[config.mk]
export PLATFORM = sky130hd
export DESIGN_NAME = rhs_stim_sequencer
export DESIGN_NICKNAME = d
export VERILOG_FILES = /design/src/rtl/rhs_stim_sequencer.sv
export SDC_FILE = /design/constraint.sdc
export NUM_CORES = 1
export LEC_CHECK = 0
export CORE_MARGIN = 2
export CORE_UTILIZATION = 45
export DETAILED_ROUTE_END_ITERATION = 6
export GPL_ROUTABILITY_DRIVEN = 0
export PLACE_DENSITY = 0.7
export SETUP_SLACK_MARGIN = 0.02
export SLEW_MARGIN = 20
export SYNTH_ARGS = -nofsm -noshare
export SYNTH_HDL_FRONTEND = slang
export SYNTH_SLANG_ARGS = --single-unit
export TNS_END_PERCENT = 30
[constraint.sdc]
create_clock -name clk -period 17.3 [get_ports clk]
set_clock_uncertainty 0.05 [all_clocks]
set_input_delay 3.46 -clock clk [delete_from_list [all_inputs] [get_ports clk]]
set_output_delay 3.46 -clock clk [all_outputs]
set_load 0.1 [all_outputs]
[src/rtl/rhs_stim_sequencer.sv]
// rhs_stim_sequencer: biphasic stimulation sequencer for RHS-family headstages.
// Advances only on sample_tick. Configuration is shadowed when a run starts.
// Optional macro STIM_PULSE_COUNTER_EN adds a saturating 32-bit count of
// completed biphasic pulses. Without it, pulse_count is tied to 0.
//
// Command semantics: finite_start, infinite_start and infinite_stop are
// single-clk pulses with no handshake. A start is accepted only in IDLE and
// only when infinite_stop is low in the same cycle; infinite_start wins over
// finite_start. infinite_stop is remembered during an infinite run and acts at
// the end of the next PHASE2.
module rhs_stim_sequencer #(
  parameter int NUM_CHANNELS = 16,
  parameter int CNT_W        = 16,
  parameter int MAG_W        = 8
) (
  input  logic                    clk,
  input  logic                    rstn,
  input  logic                    sample_tick,
  input  logic [CNT_W-1:0]        pulse_length,
  input  logic [CNT_W-1:0]        inter_pulse_delay,
  input  logic [CNT_W-1:0]        inter_bipulse_delay,
  input  logic [CNT_W-1:0]        inter_train_delay,
  input  logic [CNT_W-1:0]        charge_recovery_time,
  input  logic [CNT_W-1:0]        bipulses_per_train_count,
  input  logic [CNT_W-1:0]        train_count,
  input  logic [MAG_W-1:0]        pulse_magnitude,
  input  logic                    rising_edge_first,
  input  logic                    bipolar_mode,
  input  logic [NUM_CHANNELS-1:0] mask_positive,
  input  logic [NUM_CHANNELS-1:0] mask_negative,
  input  logic                    finite_start,
  input  logic                    infinite_start,
  input  logic                    infinite_stop,
  output logic [NUM_CHANNELS-1:0] stim_on,
  output logic [NUM_CHANNELS-1:0] stim_pol,
  output logic [NUM_CHANNELS-1:0] charge_recovery,
  output logic [MAG_W-1:0]        stim_magnitude,
  output logic                    busy,
  output logic                    done,
  output logic [31:0]             pulse_count
);

  typedef enum logic [2:0] {
    IDLE, ARMED, PHASE1, INTERPHASE, PHASE2, INTER_BIPULSE, INTER_TRAIN, RECOVERY
  } state_t;

  localparam logic [CNT_W-1:0] ONE   = {{(CNT_W-1){1'b0}}, 1'b1};
  localparam logic [CNT_W:0]   ONE_X = {{CNT_W{1'b0}}, 1'b1};

  state_t state, state_next;

  // Shadow configuration, captured on an accepted start.
  logic [CNT_W-1:0]        sh_plen, sh_ipd, sh_ibd, sh_itd, sh_rec, sh_bp, sh_tr;
  logic [MAG_W-1:0]        sh_mag;
  logic                    sh_ref, sh_bip, sh_inf;
  logic [NUM_CHANNELS-1:0] sh_pos, sh_neg;

  // Sequencing state.
  logic [CNT_W-1:0] cnt, bp_idx, tr_idx, dur_next, plen_eff;
  logic             stop_pending;

  logic                    start_ok, timer_done, p2_exit, more_bp, more_tr, stop_now;
  logic [NUM_CHANNELS-1:0] pos_ch, neg_ch, drv_ch;
  logic [NUM_CHANNELS-1:0] on_next, pol_next, rec_next;

  // A channel in both masks is positive only; negatives count only in bipolar mode.
  assign pos_ch = sh_pos;
  assign neg_ch = sh_bip ? (sh_neg & ~sh_pos) : '0;
  assign drv_ch = pos_ch | neg_ch;

  assign start_ok   = !infinite_stop &&
                      (infinite_start ||
                       (finite_start && bipulses_per_train_count != '0 && train_count != '0));
  assign timer_done = sample_tick && (cnt == '0);
  assign p2_exit    = (state == PHASE2) && timer_done;
  assign plen_eff   = (sh_plen == '0) ? ONE : sh_plen;
  assign more_bp    = (({1'b0, bp_idx} + ONE_X) < {1'b0, sh_bp});
  assign more_tr    = sh_inf || (({1'b0, tr_idx} + ONE_X) < {1'b0, sh_tr});
  assign stop_now   = sh_inf && (stop_pending || infinite_stop);

  // Next-state logic; zero-length delays are skipped within the same tick.
  always_comb begin
    state_next = state;
    case (state)
      IDLE:          if (start_ok) state_next = ARMED;
      ARMED:         if (sample_tick) state_next = PHASE1;
      PHASE1:        if (timer_done) state_next = (sh_ipd != '0) ? INTERPHASE : PHASE2;
      INTERPHASE:    if (timer_done) state_next = PHASE2;
      PHASE2: begin
        if (timer_done) begin
          if (stop_now || (!more_bp && !more_tr))
            state_next = (sh_rec != '0) ? RECOVERY : IDLE;
          else if (more_bp)
            state_next = (sh_ibd != '0) ? INTER_BIPULSE : PHASE1;
          else
            state_next = (sh_itd != '0) ? INTER_TRAIN : PHASE1;
        end
      end
      INTER_BIPULSE: if (timer_done) state_next = PHASE1;
      INTER_TRAIN:   if (timer_done) state_next = PHASE1;
      RECOVERY:      if (timer_done) state_next = IDLE;
      default:       state_next = IDLE;
    endcase
  end

  // Duration of the state being entered.
  always_comb begin
    dur_next = ONE;
    case (state_next)
      PHASE1, PHASE2: dur_next = plen_eff;
      INTERPHASE:     dur_next = sh_ipd;
      INTER_BIPULSE:  dur_next = sh_ibd;
      INTER_TRAIN:    dur_next = sh_itd;
      RECOVERY:       dur_next = sh_rec;
      default:        dur_next = ONE;
    endcase
  end

  // Electrode drive for the state being entered.
  always_comb begin
    on_next  = '0;
    pol_next = '0;
    rec_next = '0;
    case (state_next)
      PHASE1: begin
        on_next  = drv_ch;
        pol_next = (pos_ch & {NUM_CHANNELS{sh_ref}}) | (neg_ch & {NUM_CHANNELS{~sh_ref}});
      end
      PHASE2: begin
        on_next  = drv_ch;
        pol_next = (pos_ch & {NUM_CHANNELS{~sh_ref}}) | (neg_ch & {NUM_CHANNELS{sh_ref}});
      end
      RECOVERY: rec_next = drv_ch;
      default: ;
    endcase
  end

  // State register.
  always_ff @(posedge clk or negedge rstn) begin
    if (!rstn) state <= IDLE;
    else       state <= state_next;
  end

  // Shadow configuration capture on an accepted start.
  always_ff @(posedge clk or negedge rstn) begin
    if (!rstn) begin
      sh_plen <= '0; sh_ipd <= '0; sh_ibd <= '0; sh_itd <= '0; sh_rec <= '0;
      sh_bp   <= '0; sh_tr  <= '0; sh_mag <= '0;
      sh_ref  <= 1'b0; sh_bip <= 1'b0; sh_inf <= 1'b0;
      sh_pos  <= '0; sh_neg <= '0;
    end else if (state == IDLE && start_ok) begin
      sh_plen <= pulse_length;
      sh_ipd  <= inter_pulse_delay;
      sh_ibd  <= inter_bipulse_delay;
      sh_itd  <= inter_train_delay;
      sh_rec  <= charge_recovery_time;
      sh_bp   <= bipulses_per_train_count;
      sh_tr   <= train_count;
      sh_mag  <= pulse_magnitude;
      sh_ref  <= rising_edge_first;
      sh_bip  <= bipolar_mode;
      sh_inf  <= infinite_start;
      sh_pos  <= mask_positive;
      sh_neg  <= mask_negative;
    end
  end

  // Duration timer, repetition indices and the latched stop request.
  always_ff @(posedge clk or negedge rstn) begin
    if (!rstn) begin
      cnt          <= '0;
      bp_idx       <= '0;
      tr_idx       <= '0;
      stop_pending <= 1'b0;
    end else begin
      if (state == IDLE) begin
        stop_pending <= 1'b0;
        if (start_ok) begin
          bp_idx <= '0;
          tr_idx <= '0;
        end
      end else if (sh_inf && infinite_stop) begin
        stop_pending <= 1'b1;
      end
      if (state_next != state)
        cnt <= dur_next - ONE;
      else if (sample_tick && cnt != '0)
        cnt <= cnt - ONE;
      if (p2_exit) begin
        if (more_bp) begin
          bp_idx <= bp_idx + ONE;
        end else begin
          bp_idx <= '0;
          if (!sh_inf) tr_idx <= tr_idx + ONE;
        end
      end
    end
  end

  // Registered outputs derived from the state being entered.
  always_ff @(posedge clk or negedge rstn) begin
    if (!rstn) begin
      stim_on         <= '0;
      stim_pol        <= '0;
      charge_recovery <= '0;
      stim_magnitude  <= '0;
      busy            <= 1'b0;
      done            <= 1'b0;
    end else begin
      stim_on         <= on_next;
      stim_pol        <= pol_next;
      charge_recovery <= rec_next;
      stim_magnitude  <= (|on_next) ? sh_mag : '0;
      busy            <= (state_next != IDLE);
      done            <= (state != IDLE) && (state_next == IDLE);
    end
  end

`ifdef STIM_PULSE_COUNTER_EN
  logic [31:0] pulse_cnt_q;

  // Saturating count of completed biphasic pulses, cleared only by reset.
  always_ff @(posedge clk or negedge rstn) begin
    if (!rstn)                              pulse_cnt_q <= '0;
    else if (p2_exit && pulse_cnt_q != '1)  pulse_cnt_q <= pulse_cnt_q + 32'd1;
  end

  assign pulse_count = pulse_cnt_q;
`else
  assign pulse_count = '0;
`endif

endmodule

==> impl_metrics.csv <==
group,metric,value,unit
status,status,"finished, final reports clean",
yosys,synthTopCellsByArea,"dfrtp_1 49%, nand2_1 13%, ha_1 3.1%",
clock_tree,root_buffer,"clkbuf_16",
routing,routed_wl,37100,um
final_layout,layout-drive-gt1-share,5.62,%
critical_path,start_kind,"primary input",
routing,detail_route.first_pass.iterations,6,
yosys,ys_seq_area_share,49.2,%
clock_tree,htreeDepth,1,
critical_path,endpoint_kind,"register",
power,power.leakage,7.89,nW
floorplanning,rows,63,
final_layout,fillers,2658,
power,clock_power_share,36.3,%
critical_path,arrival,8.40,ns
global_route,grt_remaining_overflow,0,
critical_path,cp_max_fo,27,
timing,worst_pin_slew,1.12,ns
global_route,grt_pass1_vias,11200,
final_layout,final_util,56.8,%
timing,hold_violations,0,
final_layout,multiInputGateArea,6250,um2
timing,rsz0062_at_grt,"false",
clock_tree,cts_tree,"yes",
routing,drc,0,
power,powerDensity,99.2,nW/um2
yosys,syn_avg_cell_area,8.73,um2
final_layout,nNetsFinal,1918,
floorplanning,start_util,45.6,%
routing,drt-vias-per-instance,5.50,
routing,route.vias.total,11800,
worst_hold_path,hp-class,"reg2reg",
timing,report.final.setup_viol,0,
clock_tree,cts_setup_buffers,0,
floorplanning,chipWidth,177,um
final_layout,syn2layout_area_growth,24.6,%
timing,finalSetupTns,0,ns
clock_tree,cts_num_sinks,265,
clock_tree,clk_latency,0.55,ns
yosys,syn-cell-area,13500,um2
floorplanning,die_h,177,um
yosys,synth.top_cell.area_share,49.2,%
timing,max_freq,124,MHz
clock_tree,cts.path.max_buffers,3,
yosys,ys_types,82,
global_route,antenna_found_initial,3,
yosys,yosys_warnings,0,
clock_tree,cts_buffers,28,
power,swShare,31.5,%
critical_path,worst-setup-path-type,"in2reg",
yosys,synth_seq_cells,265,
final_layout,regArea,6630,um2
power,internal_power,1.14,mW
clock_tree,clk_pin_slew,0.07,ns
timing,fin_crit_sh,46.5,%
clock_tree,cts_resized,0,
timing,post-route-min-period,8.04,ns
global_route,grt_max_degree,123,
place,hpwl,26500,um
yosys,synth-edff-count,0,
floorplanning,core_area,29600,um2
place,portBuffers,217,
flow_run,max_cap_viol_count,0,
power,irDropWorstVdd,0.0000765,V
routing,drtIter0Drc,1041,
routing,drt-wirelength-per-cell,17.4,um
power,switchingPower,525,uW
floorplanning,die-area,31300,um2
yosys,synth_flop_cell,"dfrtp_1",
routing,ant_nets,0,
yosys,netlist_instances,1543,
critical_path,crit_required,17.65,ns
timing,slew_viol_final,0,
clock_tree,hold_buffers,0,
floorplanning,io_pins,250,
global_route,grt_usage,23.7,%
power,pwr-share-comb,21.3,%
global_route,grt_pass1_wl,59600,um
power,seqPwrFrac,42.5,%
timing,max_slew_margin,25.3,%
yosys,async_reset_ff_share,100,%
yosys,yosysTopAreaCell,"dfrtp_1",
-- cell families after synthesis --
family	Yosys count	share of synthesized area (%)
AND/OR/NAND/NOR	762	25.0
AO/OA/AOI/OAI	272	13.5
flip-flops	265	49.2
buffers and inverters	157	5.39
XOR/XNOR	38	2.47
adder cells (fa/ha/maj)	33	3.07
multiplexers	15	1.25
other	1	0.0278
-- flip-flops by register name, summed over array words and instances, names as in the netlist, 3 cells and up --
signal / count
state: 3
sh_neg: 16
sh_ipd: 16
sh_itd: 16
stim_on: 16
sh_plen: 16
sh_rec: 16
charge_recovery: 16
cnt: 16
stim_pol: 16
sh_mag: 8
pos_ch: 16
sh_ibd: 16
sh_bp: 16
sh_tr: 16
stim_magnitude: 8
tr_idx: 16
bp_idx: 16
-- critical path: stages --
cell and delay, ns:
clkdlybuf4s50_1 0.45, nor4_1 0.52, nand4_1 0.19, a31oi_1 0.29, nor3_2 0.09, a211o_1 0.24
nor2_1 0.09, buf_4 0.27, clkinv_1 0.64, a31o_1 0.42, o22a_1 0.18, o22ai_2 0.17
ha_1 0.21, inv_1 0.05, or2_2 0.31, nand4bb_1 0.31, nor2_1 0.20, xor2_1 0.18
a21oi_1 0.08
-- cell type report --
cell class                      count  area share [%]
Timing Repair Buffer              232            13.8
Clock inverter                      9           0.582
Inverter                           46            1.03
Antenna cell                        1          0.0149
Multi-Input combinational cell   1152            37.3
Sequential cell                   265            39.5
Clock buffer                       41            4.89
Tap cell                          390            2.91
-- final timing paths --
| check | from | endpoint | slack (ns) | cells after the start |
|---|---|---|---|---|
| max | bipulses_per_train_count[1] | cnt[12]$_DFFE_PN0P_ | 9.26 | 19 |
| min | sh_mag[5]$_DFFE_PN0P_ | sh_mag[5]$_DFFE_PN0P_ | 0.42 | 2 |
| max reg2reg | bp_idx[2]$_DFFE_PN0P_ | cnt[11]$_DFFE_PN0P_ | 10.10 | 23 |
| max in group asynchronous | rstn | stim_on[12]$_DFF_PN0_ | 12.72 | 2 |
| min in group asynchronous | rstn | sh_bp[2]$_DFFE_PN0P_ | 2.93 | 1 |
| min reg2reg | sh_mag[5]$_DFFE_PN0P_ | sh_mag[5]$_DFFE_PN0P_ | 0.42 | 2 |
-- synthesized netlist by cell type (9+ instances only) --
| library cell | number |
|---|---|
| buf_1 | 12 |
| nand2_1 | 473 |
| nand4_1 | 16 |
| and2_1 | 16 |
| clkbuf_1 | 59 |
| buf_4 | 32 |
| dfrtp_1 | 265 |
| a21oi_1 | 68 |
| a22oi_1 | 21 |
| xnor2_1 | 20 |
| and3_1 | 10 |
| mux2_2 | 9 |
| ha_1 | 33 |
| nor3_1 | 12 |
| inv_1 | 43 |
| nor2_1 | 96 |
| nor4_1 | 39 |
| a221oi_1 | 27 |
| a22o_1 | 14 |
| xor2_1 | 18 |
| nand3_1 | 63 |
| o21ai_0 | 68 |
-- power groups by stage --
stage | registers [mW] | clock network, mW | logic [mW]
finish | 0.707 | 0.604 | 0.354
global route | 0.711 | 0.640 | 0.384
CTS | 0.706 | 0.613 | 0.352
detailed placement | 0.716 | 0 | 0.351
global placement | 0.715 | 0 | 0.345
floorplan | 0.756 | 0 | 0.194
-- through the flow --
stage / instance area [um2] / total power [mW] / worst slack [ns] / hold WS, ns / instances
5_1_grt: 16800 / 1.74 / 8.93 / 0.439 / 2136
3_5_place_dp: 15800 / 1.07 / 8.79 / 0.404 / 2084
4_1_cts: 16700 / 1.67 / 9.34 / 0.419 / 2134
6_report: 16800 / 1.66 / 9.26 / 0.422 / 2136
2_1_floorplan: 13600 / 0.950 / 10.46 / 0.387 / 1574
3_3_place_gp: 15800 / 1.06 / 8.89 / 0.399 / 2084
-- metal layers --
layer  global-route usage [%]  wire length [um]
met1                     35.2             17000
met2                     35.9             16400
met3                     3.29              2670
met4                     7.20               958
met5                        0                23
-- cell usage in the layout, fill, tap and decap left out, drive strengths merged, types with 5 or more instances in the layout --
cell type,netlist,final
a21o,8,8
nor2,96,96
xor2,18,18
nor4,44,44
xnor2,20,20
and3,10,10
and4,5,5
ha,33,33
clkdlybuf4s50,0,216
nand3,64,64
nor3,14,14
inv,45,45
a22o,14,14
nand4,17,17
conb,1,32
o21ai,71,71
mux2,11,11
a221oi,28,28
a21oi,70,70
o211ai,5,5
buf,52,16
clkinv,1,7
or3,5,5
a22oi,21,21
dfrtp,265,265
nand2,473,473
and2,17,17
clkbuf,59,41
a31oi,8,8
Power figures use the tool's default switching activity.
